## config.mk

```make
export PLATFORM = sky130hd
export DESIGN_NAME = ncl_addr_receiver
export DESIGN_NICKNAME = d
export VERILOG_FILES = /design/src/rtl/ncl_pkg.sv /design/src/rtl/ncl_sync_bank.sv /design/src/rtl/ncl_addr_receiver.sv
export SDC_FILE = /design/constraint.sdc
export NUM_CORES = 1
export LEC_CHECK = 0
export BUFFER_PORTS_ARGS = -buffer_cell sky130_fd_sc_hd__buf_2
export CAP_MARGIN = 15
export CELL_PAD_IN_SITES_DETAIL_PLACEMENT = 0
export CELL_PAD_IN_SITES_GLOBAL_PLACEMENT = 1
export CORE_MARGIN = 1.5
export CORE_UTILIZATION = 44
export CTS_CLUSTER_DIAMETER = 80
export DETAILED_ROUTE_END_ITERATION = 12
export GPL_TIMING_DRIVEN = 0
export HOLD_SLACK_MARGIN = 0.12
export PLACE_DENSITY_LB_ADDON = 0.1
export SYNTH_ARGS = -nofsm -noshare
export SYNTH_HDL_FRONTEND = slang
export SYNTH_SLANG_ARGS = --single-unit
```

## constraint.sdc

```tcl
create_clock -name clk -period 2.08 [get_ports clk]
set_input_delay 0.312 -clock clk [delete_from_list [all_inputs] [get_ports clk]]
set_output_delay 0.312 -clock clk [all_outputs]
set_load 0.05 [all_outputs]
```

## src/rtl/ncl_pkg.sv

```systemverilog
// Shared definitions for the clocked NCL address receiver: rail codes, FSM states
// and helpers that classify and decode a 4-pair dual-rail word.
package ncl_pkg;

    localparam logic [1:0] NCL_NULL  = 2'b00;
    localparam logic [1:0] NCL_TRUE  = 2'b10;
    localparam logic [1:0] NCL_FALSE = 2'b01;
    localparam logic [1:0] NCL_ILL   = 2'b11;

    typedef enum logic [1:0] {
        IDLE    = 2'd0,
        PRESENT = 2'd1,
        RTN     = 2'd2
    } state_t;

    function automatic logic is_complete(input logic [7:0] word);
        logic ok;
        ok = 1'b1;
        for (int i = 0; i < 4; i++) begin
            if (word[2*i +: 2] != NCL_TRUE && word[2*i +: 2] != NCL_FALSE) ok = 1'b0;
        end
        return ok;
    endfunction

    function automatic logic is_null(input logic [7:0] word);
        return word == 8'h00;
    endfunction

    function automatic logic has_illegal(input logic [7:0] word);
        logic ill;
        ill = 1'b0;
        for (int i = 0; i < 4; i++) begin
            if (word[2*i +: 2] == NCL_ILL) ill = 1'b1;
        end
        return ill;
    endfunction

    // The true rail of each pair carries the binary bit.
    function automatic logic [3:0] decode(input logic [7:0] word);
        logic [3:0] bin;
        for (int i = 0; i < 4; i++) bin[i] = word[2*i+1];
        return bin;
    endfunction

endpackage

```

## src/rtl/ncl_sync_bank.sv

```systemverilog
// Multi-stage flop synchroniser for the 8 asynchronous address rails,
// cleared synchronously by an active-low reset.
module ncl_sync_bank #(
    parameter int SYNC_STAGES = 2
) (
    input  logic       clk,
    input  logic       rst_n,
    input  logic [7:0] d,
    output logic [7:0] q
);

    logic [SYNC_STAGES-1:0][7:0] sync_q;
    logic [SYNC_STAGES-1:0][7:0] sync_d;

    always_comb begin
        sync_d    = sync_q;
        sync_d[0] = d;
        for (int i = 1; i < SYNC_STAGES; i++) sync_d[i] = sync_q[i-1];
    end

    always_ff @(posedge clk) begin
        if (!rst_n) sync_q <= '0;
        else        sync_q <= sync_d;
    end

    assign q = sync_q[SYNC_STAGES-1];

endmodule

```

## src/rtl/ncl_addr_receiver.sv

```systemverilog
// Clocked receiver for a 4-phase dual-rail NCL address: synchronises the rails,
// waits for a settled DATA/NULL wavefront and presents the address with valid/ready.
module ncl_addr_receiver
    import ncl_pkg::*;
#(
    parameter int SYNC_STAGES = 2,
    parameter int SETTLE      = 2
) (
    input  logic       clk,
    input  logic       rst_n,
    input  logic [7:0] addr_in,
    output logic       ack_out,
    output logic [3:0] addr_o,
    output logic       addr_valid,
    input  logic       addr_ready,
    output logic       err_illegal,
    output logic       err_proto
);

    localparam int              CNT_W    = $clog2(SETTLE + 1);
    localparam logic [CNT_W-1:0] SETTLE_C = CNT_W'(SETTLE);

    logic [7:0]       word;
    state_t           state_q, state_d;
    logic [7:0]       prev_q, prev_d;
    logic [7:0]       cap_q, cap_d;
    logic [CNT_W-1:0] cnt_q, cnt_d;
    logic [3:0]       addr_q, addr_d;
    logic             valid_q, valid_d;
    logic             ack_q, ack_d;
    logic             err_ill_q, err_ill_d;
    logic             err_proto_q, err_proto_d;
    logic             on_target;
    logic             settled;

    ncl_sync_bank #(.SYNC_STAGES(SYNC_STAGES)) u_sync (
        .clk   (clk),
        .rst_n (rst_n),
        .d     (addr_in),
        .q     (word)
    );

    always_comb begin
        state_d     = state_q;
        prev_d      = word;
        cap_d       = cap_q;
        addr_d      = addr_q;
        valid_d     = valid_q;
        ack_d       = ack_q;
        err_ill_d   = err_ill_q | has_illegal(word);
        err_proto_d = err_proto_q;

        // The wavefront being waited for depends on which half of the handshake we are in.
        on_target = (state_q == RTN) ? is_null(word) : is_complete(word);
        if (on_target && word == prev_q)
            cnt_d = (cnt_q == SETTLE_C) ? cnt_q : cnt_q + CNT_W'(1);
        else
            cnt_d = '0;
        settled = (cnt_d == SETTLE_C);

        case (state_q)
            IDLE: begin
                if (settled) begin
                    addr_d  = decode(word);
                    cap_d   = word;
                    valid_d = 1'b1;
                    state_d = PRESENT;
                end
            end
            PRESENT: begin
                if (word != cap_q) err_proto_d = 1'b1;
                if (addr_ready) begin
                    valid_d = 1'b0;
                    ack_d   = 1'b1;
                    state_d = RTN;
                end
            end
            RTN: begin
                if (settled) begin
                    ack_d   = 1'b0;
                    state_d = IDLE;
                end
            end
            default: begin
                valid_d = 1'b0;
                ack_d   = 1'b0;
                state_d = IDLE;
            end
        endcase
    end

    always_ff @(posedge clk) begin
        if (!rst_n) begin
            state_q     <= IDLE;
            prev_q      <= '0;
            cap_q       <= '0;
            cnt_q       <= '0;
            addr_q      <= '0;
            valid_q     <= 1'b0;
            ack_q       <= 1'b0;
            err_ill_q   <= 1'b0;
            err_proto_q <= 1'b0;
        end else begin
            state_q     <= state_d;
            prev_q      <= prev_d;
            cap_q       <= cap_d;
            cnt_q       <= cnt_d;
            addr_q      <= addr_d;
            valid_q     <= valid_d;
            ack_q       <= ack_d;
            err_ill_q   <= err_ill_d;
            err_proto_q <= err_proto_d;
        end
    end

    assign ack_out     = ack_q;
    assign addr_o      = addr_q;
    assign addr_valid  = valid_q;
    assign err_illegal = err_ill_q;
    assign err_proto   = err_proto_q;

endmodule
```

# [Word-level counts from Yosys, hierarchy flattened]
# Cells that the tools add are included.
[word_totals] latch_bits=0 out_inout_bits=8 register_bits=44 romBits=0 word_cells=69 n_memories=0 ram_bits=0
[classes] shifts=0 muxes=21 div_mod_pow=0 n_mul=0 addsub=1 n_lt_le_gt_ge=0 reduce_logical=12 n_eq_ne=21 bitwise_logic=3
[op_table] op="equality test 2 bit, second input constant" n=7
[op_table] op="inequality test 2 bit, second input constant" n=7
[op_table] op="two-way mux 1 bit" n=13
[op_table] op="two-way mux 2 bit" n=5
[op_table] op="AND reduction 3 bit" n=3
[op_table] op="equality test 8 bit" n=1
[op_table] op="zero test 8 bit" n=1
[op_table] op="inequality test 2 x 1 -> 1 bit, second input constant" n=4
[op_table] op="inequality test 8 bit" n=1
[op_table] op="case mux 1 bit (3 select lines)" n=2
[op_table] op="case mux 2 bit (3 select lines)" n=1
[op_table] op="logical AND 1 bit" n=5
[op_table] op="AND reduction 2 bit" n=2
[op_table] op="adder 2 x 1 -> 2 bit, second input constant" n=1
[op_table] op="equality test 2 x 1 -> 1 bit, second input constant" n=1
[op_table] op="zero test 2 bit" n=1
[op_table] op="inverter 1 bit" n=2
[op_table] op="OR 1 bit" n=1

# [Depth between registers and ports, before layout]
# Gate-level depths: netlist (run 1).
[depth] ltp_word=12 depth_mapped=7

# [Hierarchy]
# Synthesis (run 1) repeated with hierarchy kept, for this count alone.
[hier_totals] cells_unflattened=163 area_unflattened_um2=1675.4
[by_module_without_submodules] mod="ncl_addr_receiver" cells_per_inst=130 instances=1 area_per_inst_um2=1228.7
[by_module_without_submodules] mod="ncl_sync_bank" cells_per_inst=33 instances=1 area_per_inst_um2=446.7

# [Worst setup path before layout (run 1)]
# Ideal clock, no wire load.
[synth_path] path_type="reg2reg" start="reg cnt_q[0]" end="reg cap_q[0]" setup_slack_ps=174 synth_period_minus_slack_ps=1906 arrival_time_ps=1787 path_buffers=1 stages_incl_launch_ff=7 path_cell_list="dfxtp_1 inv_1 ha_1 or4b_1 or4_1 buf_6 mux2i_1"
[synth_between] elab_chain_cells=5 elab_cells_between_ends=6 classes_between="1 x add/sub; 2 x eq/ne; 2 x mux; 1 x reduce/logical"
[synth_lines] item="from (decl)" line_no="ncl_addr_receiver.sv:27" source="logic [CNT_W-1:0] cnt_q, cnt_d;"
[synth_lines] item="from (signal assigned)" line_no="ncl_addr_receiver.sv:107" source="cnt_q <= cnt_d;"
[synth_lines] item="adder 2 x 1 -> 2 bit / equality test 2 bit (equally long branches)" line_no="ncl_addr_receiver.sv:56" source="cnt_d = (cnt_q == SETTLE_C) ? cnt_q : cnt_q + CNT_W'(1);"
[synth_lines] item="two-way mux 2 bit (*)" line_no="ncl_addr_receiver.sv:56"
[synth_lines] item="two-way mux 2 bit (*)" line_no="ncl_addr_receiver.sv:55" source="if (on_target && word == prev_q)"
[synth_lines] item="equality test 2 bit (*)" line_no="ncl_addr_receiver.sv:59" source="settled = (cnt_d == SETTLE_C);"
[synth_lines] item="AND reduction 2 bit (no source line) (*)"
[synth_lines] item="to (signal assigned)" line_no="ncl_addr_receiver.sv:106" source="cap_q <= cap_d;"
[synth_lines] item="to (decl)" line_no="ncl_addr_receiver.sv:26" source="logic [7:0] cap_q, cap_d;"
# Mark *: on every way between the ends. The rest lies on a longest branch, timed or not.
# A chain may end at the register's enable or synchronous reset.

# [Final worst setup path (run 1)]
[layout_path] start="reg cnt_q[1]" end="reg cap_q[3]"
# Same word-level chain as after synthesis.

==> impl_metrics.csv, run 1 <==
group,metric,value,unit
min_path,min_delay_path_depth,2,
clocking,tritoncts_clock_tree,"built",
timing,min_period,2.04,ns
route,vias_per_cell,4.58,
logic_synthesis,synth_cells,167,
placement,port_buffers,18,
route,wire_per_inst,12.1,µm
route,route.met3.wl,109,µm
clocking,tritoncts.num_buffers,5,
setup_path,worstPathCellList,"inv_1 > ha_1 > or4b_4 > or4_4 > buf_6 > mux2i_1",
route,via_count,1108,
route,detailroute.wirelength.met2,1.45,mm
logic_synthesis,number_of_register_bits_inferred_by_synthesis,40,
cells_and_area,layout-area-overhead-vs-synth,17.9,%
route,finalWirelength,2.92,mm
timing,final-max-slew-violation-count,0,
power_and_ir_drop,power.ir.vdd_worst,0.000578,V
cells_and_area,finalInstanceArea,1940,µm²
grt,initial_antenna_violation_count,0,
setup_path,worstPathRequired,2.25,ns
power_and_ir_drop,static-leakage-power,0.000948,µW
route,routed_length_on_met1,1.34,mm
placement,post_dp_cell_area,1790,µm²
timing,timing.final.ws_setup,0.0444,ns
setup_path,cp.arrival,2.21,ns
floorplan,die_h,64.1,µm
route,drt-initial-drc-count,66,
floorplan,initial_core_util,0.452,
logic_synthesis,nets_in_the_synthesized_netlist,187,
route,drt_first_pass_iters,4,
setup_path,r2r_start,"cnt_q[1]",
setup_path,timing.critical_path.slowest_stage_cell,"sky130_fd_sc_hd__or4_4",
cells_and_area,layout.cells.non_filler,242,
min_path,holdCritStartpoint,"addr_in[6]",
setup_path,timing_worst_setup_path_type,"reg -> reg",
placement,gp_congestion,0.716,
placement,dpl_worst_slack,0.0322,ns
cells_and_area,final_common_cell,"sky130_fd_sc_hd__dfxtp_1",
clocking,htree_num_levels,2,
power_and_ir_drop,cellPowerDensity,800,nW/µm²
setup_path,worst_path_largest_cell_delay,0.57,ns
cells_and_area,n_antenna_cell,0,
timing,grt_setup_unrepaired,"yes",
timing,largest_clock_skew_in_the_final_design,0.00651,ns
floorplan,fp-row-count,22,
logic_synthesis,avgSynthCellArea,9.84,µm²
timing,final.period_utilization,0.979,
min_path,hold_path_class,"in -> reg",
route,route.top_layer_used,"met4",
placement,placed_cells_incl_taps,233,
setup_path,kind_of_end_point_of_the_critical_path,"flop",
status,outcome,"finished, final reports clean",
setup_path,regToRegSetupSlack,0.04,ns
placement,dp.final_hpwl,2.04,mm
setup_path,worst_r2r_path_depth,6,
route,ant_nets,0,
grt,grt_start_max_net_pins,13,
floorplan,die-width,64.1,µm
setup_path,worst_r2r_endpoint,"cap_q[3]",
cells_and_area,most-common-layout-cells,"31 x sky130_fd_sc_hd__dfxtp_1, 21 x sky130_fd_sc_hd__nand2_1, 18 x sky130_fd_sc_hd__inv_1, 18 x sky130_fd_sc_hd__buf_2, 17 x sky130_fd_sc_hd__and2_1",
timing,maxClockFrequency,491,MHz
floorplan,die_footprint,4110,µm²
grt,grt.overflow.total,0,
clocking,clockRootBuffer,"sky130_fd_sc_hd__clkbuf_8",
grt,groute.usage.overall,0.162,
logic_synthesis,synth.yosys.seq_area_share,0.487,
timing,report.final.setup_viol,0,
timing,tightestPinTransition,0.488,ns
floorplan,ios,19,
clocking,cts.sinks,40,
cells_and_area,nets,213,
cells_and_area,final_layout_size_suffix_gt1_frac,0.232,
setup_path,crit_path_start_kind,"flop",
clocking,ctsLongestPathBuffers,2,
route,post-route-drc-count,0,
logic_synthesis,synth.cell_area,1640,µm²
job,max_cap_violations,0,
setup_path,timing.critical_path.fanout_max,5,
logic_synthesis,post_synth_num_cell_types,26,
cells_and_area,fillers,355,
clocking,clkLatencyLatePin,0.29,ns
grt,first_global_vias,1134,
grt,grt_first_pass_wirelength,4.97,mm
min_path,whs_endpoint,"u_sync.sync_d[14]",
timing,timing.final.hold_violations,0,
floorplan,floorplan.core_area,3630,µm²
timing,maxSlewHeadroom,0.675,
clocking,path_clk_slew,0.07,ns
logic_synthesis,synth.yosys.warnings,0,
timing,hold_slack,0.229,ns
-- cell families (layout without fill, tap and decap cells) --
group | Yosys count | in the layout | share of synthesized area
xor+xnor | 16 | 16 | 0.0852
fa+ha+maj | 9 | 9 | 0.0685
simple gates | 55 | 55 | 0.184
mux | 9 | 9 | 0.0556
flops | 40 | 40 | 0.487
buf+inv | 27 | 54 | 0.0753
compound gates | 11 | 11 | 0.0441
-- where the power goes --
group,total [µW],internal (µW),switching (µW)
logic,118,51.0,66.9
registers,820,794,25.8
clock network,613,356,257
total,1550,1200,349
-- worst max path at each step --
| stage | startpoint | end | slack [ns] | depth (start not counted) |
|---|---|---|---|---|
| floorplan | cnt_q[0] | cap_q[0] | 0.17 | 6 |
| global placement | u_sync.q[7] | cap_q[6] | 0.07 | 7 |
| detailed placement | u_sync.q[7] | cap_q[3] | 0.03 | 7 |
| CTS | u_sync.q[7] | addr_valid | 0.02 | 7 |
| global route | cnt_q[1] | cap_q[6] | -0.05 | 6 |
| finish | cnt_q[1] | cap_q[3] | 0.04 | 6 |
-- cells in the mapped netlist (all sizes together) --
library cell  instances  area, µm²
o2bb2ai               2       17.5
or2                   1       6.26
mux2                  1       11.3
a21boi                2       15.0
and2                 17        106
inv                  18       67.6
or4                   2       15.0
nand4                 4       25.0
clkbuf                4       15.0
a21oi                 2       10.0
xor2                  8       70.1
nor2b                 1       6.26
o21a                  2       15.0
xnor2                 8       70.1
nor4b                 1       8.76
nand2b                2       12.5
nand2                21       78.8
mux2i                 8       80.1
buf                   5       41.3
o21ai                 3       15.0
or4b                  1       10.0
nand3b                2       15.0
ha                    9        113
nor4                  3       18.8
dfxtp                40        801
-- repair_timing --
action	CTS	global route
setup endpoints to repair	0	13
gates resized for setup	0	16
hold buffers	0	0
hold endpoints to repair	0	0
buffers inserted	0	0
-- area by class of cell --
| cell class | count | area [µm²] | area share |
|---|---|---|---|
| inverters | 18 | 67.6 | 0.0349 |
| clock buffers | 6 | 72.6 | 0.0374 |
| repair buffers | 19 | 101 | 0.0523 |
| multi-input cells | 100 | 733 | 0.378 |
| plain buffers | 9 | 56.3 | 0.0291 |
| flip-flops and latches | 40 | 812 | 0.419 |
| clock inverters | 2 | 35.0 | 0.0181 |
| well taps | 48 | 60.1 | 0.0310 |
-- worst max-delay path: cells and delay by family, from the launching register on --
kind	cells	cell delay (ns)
simple gates	2	1.02
flops	1	0.31
fa+ha+maj	1	0.27
buf+inv	2	0.20
mux	1	0.12
-- state kept, by name, indices dropped and copies added (netlist names) --
signal,cells
u_sync.q,8
cap_q,8
ack_out,1
err_illegal,1
prev_q,8
state_q,2
cnt_q,2
u_sync.sync_d,8
addr_valid,1
err_proto,1
-- layer usage --
metal  global-route usage  up-vias
met5                    0        -
met4               0.0479        0
met3               0.0475        2
met2                0.283       21
met1                0.191      502
li1                     -      583
-- per-stage QoR --
stage                util  setup TNS [ns]  total power [µW]
finish              0.533               0              1550
global route        0.533          -0.336              1640
floorplan               -               0               914
global placement    0.494               0               949
CTS                 0.523               0              1570
detailed placement  0.494               0               954
Power figures use the tool's default switching activity.
==> inputs of run 2 (changes only) <==
--- a/config.mk
+++ b/config.mk
@@ -10,7 +10,8 @@
 export CELL_PAD_IN_SITES_DETAIL_PLACEMENT = 0
 export CELL_PAD_IN_SITES_GLOBAL_PLACEMENT = 1
 export CORE_MARGIN = 1.5
-export CORE_UTILIZATION = 44
+export CORE_UTILIZATION = 45
+export CTS_BUF_LIST = sky130_fd_sc_hd__clkbuf_8
 export CTS_CLUSTER_DIAMETER = 80
 export DETAILED_ROUTE_END_ITERATION = 12
 export GPL_TIMING_DRIVEN = 0
==> impl_metrics.csv, run 2 (synthesis results as in run 1) <==
group,metric,value,unit
placement,gp_congestion,0.777,
timing,min_period,2.02,ns
timing,report.final.setup_viol,0,
power_and_ir_drop,intPower,1210,µW
grt,grt_start_max_net_pins,15,
power_and_ir_drop,power.ir.vdd_worst,0.000556,V
floorplan,fp-row-count,21,
setup_path,worst_r2r_path_depth,7,
route,drt-initial-drc-count,51,
clocking,tritoncts_clock_tree,"built",
placement,dpl_worst_slack,0.0763,ns
setup_path,worstPathRequired,2.27,ns
cells_and_area,most-common-layout-cells,"32 x sky130_fd_sc_hd__dfxtp_1, 21 x sky130_fd_sc_hd__nand2_1, 18 x sky130_fd_sc_hd__inv_1, 18 x sky130_fd_sc_hd__buf_2, 17 x sky130_fd_sc_hd__and2_1",
grt,grt_first_pass_wirelength,5.18,mm
floorplan,die_h,63.4,µm
min_path,hold_path_class,"in -> reg",
grt,grt.overflow.total,0,
clocking,clkLatencyLatePin,0.29,ns
setup_path,cp-endpoint,"cap_q[7]",
cells_and_area,final_common_cell,"sky130_fd_sc_hd__dfxtp_1",
floorplan,die_footprint,4030,µm²
power_and_ir_drop,net_switching_power_of_the_design,380,µW
power_and_ir_drop,power.share.switching,0.239,
setup_path,critical_path.startpoint,"u_sync.q[6]",
route,vias_per_cell,4.60,
timing,tightestPinTransition,0.539,ns
floorplan,die-width,63.4,µm
setup_path,timing.critical_path.slowest_stage_cell,"sky130_fd_sc_hd__or4_4",
route,wire_per_inst,12.3,µm
grt,first_global_vias,1115,
placement,port_buffers,18,
placement,dp.final_hpwl,2.06,mm
clocking,htree_num_levels,2,
timing,maxClockFrequency,496,MHz
clocking,holdBufCountCts,0,
cells_and_area,n_antenna_cell,0,
timing,final-max-slew-violation-count,0,
clocking,ctsLongestPathBuffers,2,
route,ant_nets,0,
timing,largest_clock_skew_in_the_final_design,0.00390,ns
timing,timing.final.ws_setup,0.0631,ns
cells_and_area,nets,224,
timing,timing.final.hold_violations,0,
power_and_ir_drop,static-leakage-power,0.00101,µW
timing,totalNegativeSetupSlack,0,ns
clocking,path_clk_slew,0.08,ns
power_and_ir_drop,power.share.clock,0.407,
power_and_ir_drop,pwr-share-comb,0.085,
setup_path,cp.arrival,2.20,ns
setup_path,worstPathCellList,"inv_1 > ha_1 > nand4_1 > mux2_4 > or4_4 > buf_4 > mux2i_1",
setup_path,regToRegSetupSlack,0.06,ns
setup_path,r2r_start,"u_sync.q[6]",
power_and_ir_drop,sequentialPowerShare,0.509,
setup_path,worst_path_largest_cell_delay,0.56,ns
setup_path,timing.critical_path.fanout_max,5,
grt,groute.usage.overall,0.170,
route,drt_first_pass_iters,4,
floorplan,initial_core_util,0.481,
setup_path,kind_of_end_point_of_the_critical_path,"flop",
setup_path,timing_worst_setup_path_type,"reg -> reg",
setup_path,worst_r2r_endpoint,"cap_q[7]",
clocking,clockRootBuffer,"sky130_fd_sc_hd__clkbuf_8",
floorplan,ios,19,
route,finalWirelength,3.08,mm
floorplan,floorplan.core_area,3420,µm²
cells_and_area,layout-area-overhead-vs-synth,24.0,%
setup_path,crit_path_start_kind,"flop",
timing,final.period_utilization,0.970,
timing,maxSlewHeadroom,0.635,
route,via_count,1155,
job,max_cap_violations,0,
clocking,cts.sinks,40,
clocking,tritoncts.num_buffers,5,
cells_and_area,final_layout_size_suffix_gt1_frac,0.263,
power_and_ir_drop,cellPowerDensity,780,nW/µm²
route,post-route-drc-count,0,
status,outcome,"finished, final reports clean",
timing,grt_setup_unrepaired,"no",
grt,initial_antenna_violation_count,0,
run 2: cell types whose count changed in the layout (fill, tap and decap cells not counted), sizes merged:
cell and change:
buf +11, clkbuf -1, clkinv -1, clkinvlp +1
inv +1
run 2: worst max-delay path: cells and delay by family, from the launching register on:
kind	cells	cell delay, ns
buffers and inverters	2	0.23
AND/OR/NAND/NOR	2	0.65
flip-flops	1	0.37
adder cells (fa/ha/maj)	1	0.27
multiplexers	2	0.39
run 2: worst min path at each step:
stage                 startpoint           endpoint  cells past startpoint
6_report              addr_in[6]  u_sync.sync_d[14]                      2
5_1_grt               addr_in[6]  u_sync.sync_d[14]                      2
4_1_cts               addr_in[7]  u_sync.sync_d[15]                      2
3_5_place_dp   u_sync.sync_d[12]        u_sync.q[4]                      1
3_3_place_gp   u_sync.sync_d[10]        u_sync.q[2]                      1
2_1_floorplan   u_sync.sync_d[8]        u_sync.q[0]                      1
run 2: power groups by stage:
stage | Sequential [µW] | Clock (µW) | Combinational [µW]
3_5_place_dp | 835 | 0 | 118
3_3_place_gp | 834 | 0 | 116
6_report | 809 | 646 | 134
2_1_floorplan | 845 | 0 | 68.4
5_1_grt | 813 | 693 | 151
4_1_cts | 817 | 656 | 119
run 2: final cells by class:
| class | instances | area (µm²) |
|---|---|---|
| clock inverters | 3 | 46.3 |
| inverters | 18 | 67.6 |
| repair buffers | 30 | 180 |
| multi-input cells | 100 | 727 |
| clock buffers | 5 | 68.8 |
| fillers | 323 | 1380 |
| flip-flops and latches | 40 | 831 |
| plain buffers | 9 | 60.1 |
| well taps | 46 | 57.6 |
run 2: routing by layer:
metal	wire length, µm	track usage	vias up
met3	117	0.0554	4
met1	1530	0.216	523
li1	-	-	605
met2	1400	0.272	23
met5	0	0	-
met4	36	0.0571	0
run 2: through the flow:
stage / instance area, µm² / util / power, µW / hold slack [ns] / std cells
6_report: 2040 / 0.597 / 1590 / 0.218 / 251
4_1_cts: 1910 / 0.558 / 1590 / 0.211 / 239
5_1_grt: 2040 / 0.597 / 1660 / 0.223 / 251
3_5_place_dp: 1790 / 0.525 / 954 / 0.421 / 231
3_3_place_gp: 1790 / 0.525 / 950 / 0.415 / 231
2_1_floorplan: 1640 / - / 914 / 0.412 / 167
run 2: timing repair:
item                                    in CTS  in global routing
gates resized for setup                      0                 23
endpoints found under the setup margin       0                 13
setup buffers                                0                 11
==> inputs of run 3 (changes only) <==
==> constraint.sdc (replaced) <==
create_clock -name clk -period 2.54 [get_ports clk]
set_input_delay 0.381 -clock clk [delete_from_list [all_inputs] [get_ports clk]]
set_output_delay 0.381 -clock clk [all_outputs]
set_load 0.05 [all_outputs]
==> impl_metrics.csv, run 3 (synthesis results as in run 1) <==
group,metric,value,unit
cells_and_area,nets,212,
clocking,ctsLongestPathBuffers,2,
cells_and_area,most-common-layout-cells,"40 x sky130_fd_sc_hd__dfxtp_1, 21 x sky130_fd_sc_hd__nand2_1, 18 x sky130_fd_sc_hd__inv_1, 18 x sky130_fd_sc_hd__buf_2, 17 x sky130_fd_sc_hd__and2_1",
clocking,clockRootBuffer,"sky130_fd_sc_hd__clkbuf_8",
route,drt-initial-drc-count,40,
floorplan,ios,19,
route,drt_first_pass_iters,4,
grt,initial_antenna_violation_count,0,
placement,dp.final_hpwl,2.06,mm
setup_path,kind_of_end_point_of_the_critical_path,"flop",
timing,largest_clock_skew_in_the_final_design,0.00421,ns
setup_path,regToRegSetupSlack,0.52,ns
cells_and_area,final_layout_size_suffix_gt1_frac,0.171,
route,via_count,1083,
clocking,post_cts.repair.setup_buffers,0,
floorplan,floorplan.core_area,3420,µm²
placement,port_buffers,18,
floorplan,initial_core_util,0.481,
clocking,cts.repair.resized,0,
timing,totalNegativeSetupSlack,0,ns
cells_and_area,layout-area-overhead-vs-synth,16.0,%
floorplan,die_footprint,4030,µm²
min_path,hold_path_class,"in -> reg",
timing,maxClockFrequency,494,MHz
setup_path,worstPathRequired,2.72,ns
timing,timing.final.hold_violations,0,
setup_path,crit_path_start_kind,"flop",
job,max_cap_violations,0,
timing,final-max-slew-violation-count,0,
clocking,cts.sinks,40,
clocking,holdBufCountCts,0,
power_and_ir_drop,static-leakage-power,0.000934,µW
route,vias_per_cell,4.53,
timing,report.final.setup_viol,0,
timing,final.period_utilization,0.796,
setup_path,critical_path.startpoint,"u_sync.q[1]",
cells_and_area,n_antenna_cell,0,
clocking,htree_num_levels,2,
route,finalWirelength,2.86,mm
power_and_ir_drop,power.ir.vdd_worst,0.000489,V
floorplan,die-width,63.4,µm
cells_and_area,final_common_cell,"sky130_fd_sc_hd__dfxtp_1",
timing,min_period,2.02,ns
clocking,tritoncts_clock_tree,"built",
route,post-route-drc-count,0,
timing,maxSlewHeadroom,0.627,
setup_path,cp.arrival,2.21,ns
power_and_ir_drop,cellPowerDensity,676,nW/µm²
grt,groute.usage.overall,0.170,
timing,grt_setup_unrepaired,"no",
clocking,path_clk_slew,0.08,ns
grt,grt_start_max_net_pins,15,
grt,grt_first_pass_wirelength,5.18,mm
floorplan,fp-row-count,21,
clocking,clkLatencyLatePin,0.29,ns
setup_path,timing.critical_path.fanout_max,10,
setup_path,timing.critical_path.slowest_stage_cell,"sky130_fd_sc_hd__dfxtp_1",
setup_path,worst_path_largest_cell_delay,0.47,ns
setup_path,timing_worst_setup_path_type,"reg -> reg",
grt,first_global_vias,1115,
route,wire_per_inst,12.0,µm
route,ant_nets,0,
timing,tightestPinTransition,0.551,ns
setup_path,r2r_start,"u_sync.q[1]",
min_path,holdCritStartpoint,"addr_in[6]",
placement,gp_congestion,0.777,
grt,grt.overflow.total,0,
setup_path,worstPathCellList,"inv_1 > ha_1 > nand4_1 > mux2_2 > or4_1 > buf_6 > mux2i_1",
clocking,tritoncts.num_buffers,5,
floorplan,die_h,63.4,µm
timing,hold_slack,0.289,ns
status,outcome,"finished, final reports clean",
-- run 3: cell count changes in the layout (fill, tap and decap cells not counted), sizes merged --
| cell | before | now |
|---|---|---|
| buf | 35 | 23 |
-- run 3: worst paths after layout --
check	endpoint	cells after the start
setup / recovery	cap_q[1]	7
hold / removal	u_sync.sync_d[14]	2
setup reg to reg	cap_q[1]	7
hold reg to reg	u_sync.q[7]	1
-- run 3: per-stage QoR --
step / util / total power (µW) / area [µm²] / std cells / setup slack, ns
finish: 0.558 / 1290 / 1910 / 239 / 0.518
global route: 0.558 / 1350 / 1910 / 239 / 0.365
CTS: 0.558 / 1300 / 1910 / 239 / 0.515
detailed placement: 0.525 / 781 / 1790 / 231 / 0.536
global placement: 0.525 / 778 / 1790 / 231 / 0.554
floorplan: - / 748 / 1640 / 167 / 0.634
-- run 3: critical path: cells and delay by family (launching register included) --
family                   cells  cell delay [ns]
multiplexers                 2             0.42
AND/OR/NAND/NOR              2             0.50
adder cells (fa/ha/maj)      1             0.28
flip-flops                   1             0.47
buffers and inverters        2             0.25
-- run 3: per-layer routing --
layer	vias to the layer above	GRT usage	share of wire
met5	-	0	0
met4	0	0.0571	0.013
met3	4	0.0554	0.035
met2	16	0.272	0.45
met1	484	0.216	0.50
li1	579	-	-
-- run 3: area by class of cell --
type                       instances  area (µm²)
clock inverter                     3        46.3
clock buffer                       5        68.8
sequential                        40         801
inverter                          18        67.6
fill                             338        1510
timing repair buffer              18        90.1
buffer                             9        56.3
tap                               46        57.6
multi-input combinational        100         719
-- run 3: report_power, final --
group / total, µW / internal (µW) / leakage (µW) / switching [µW]
Combinational: 95.5 / 41.3 / 0.000553 / 54.2
Clock: 525 / 296 / 0.0000548 / 229
Sequential: 669 / 649 / 0.000327 / 20.3
Total: 1290 / 986 / 0.000934 / 304
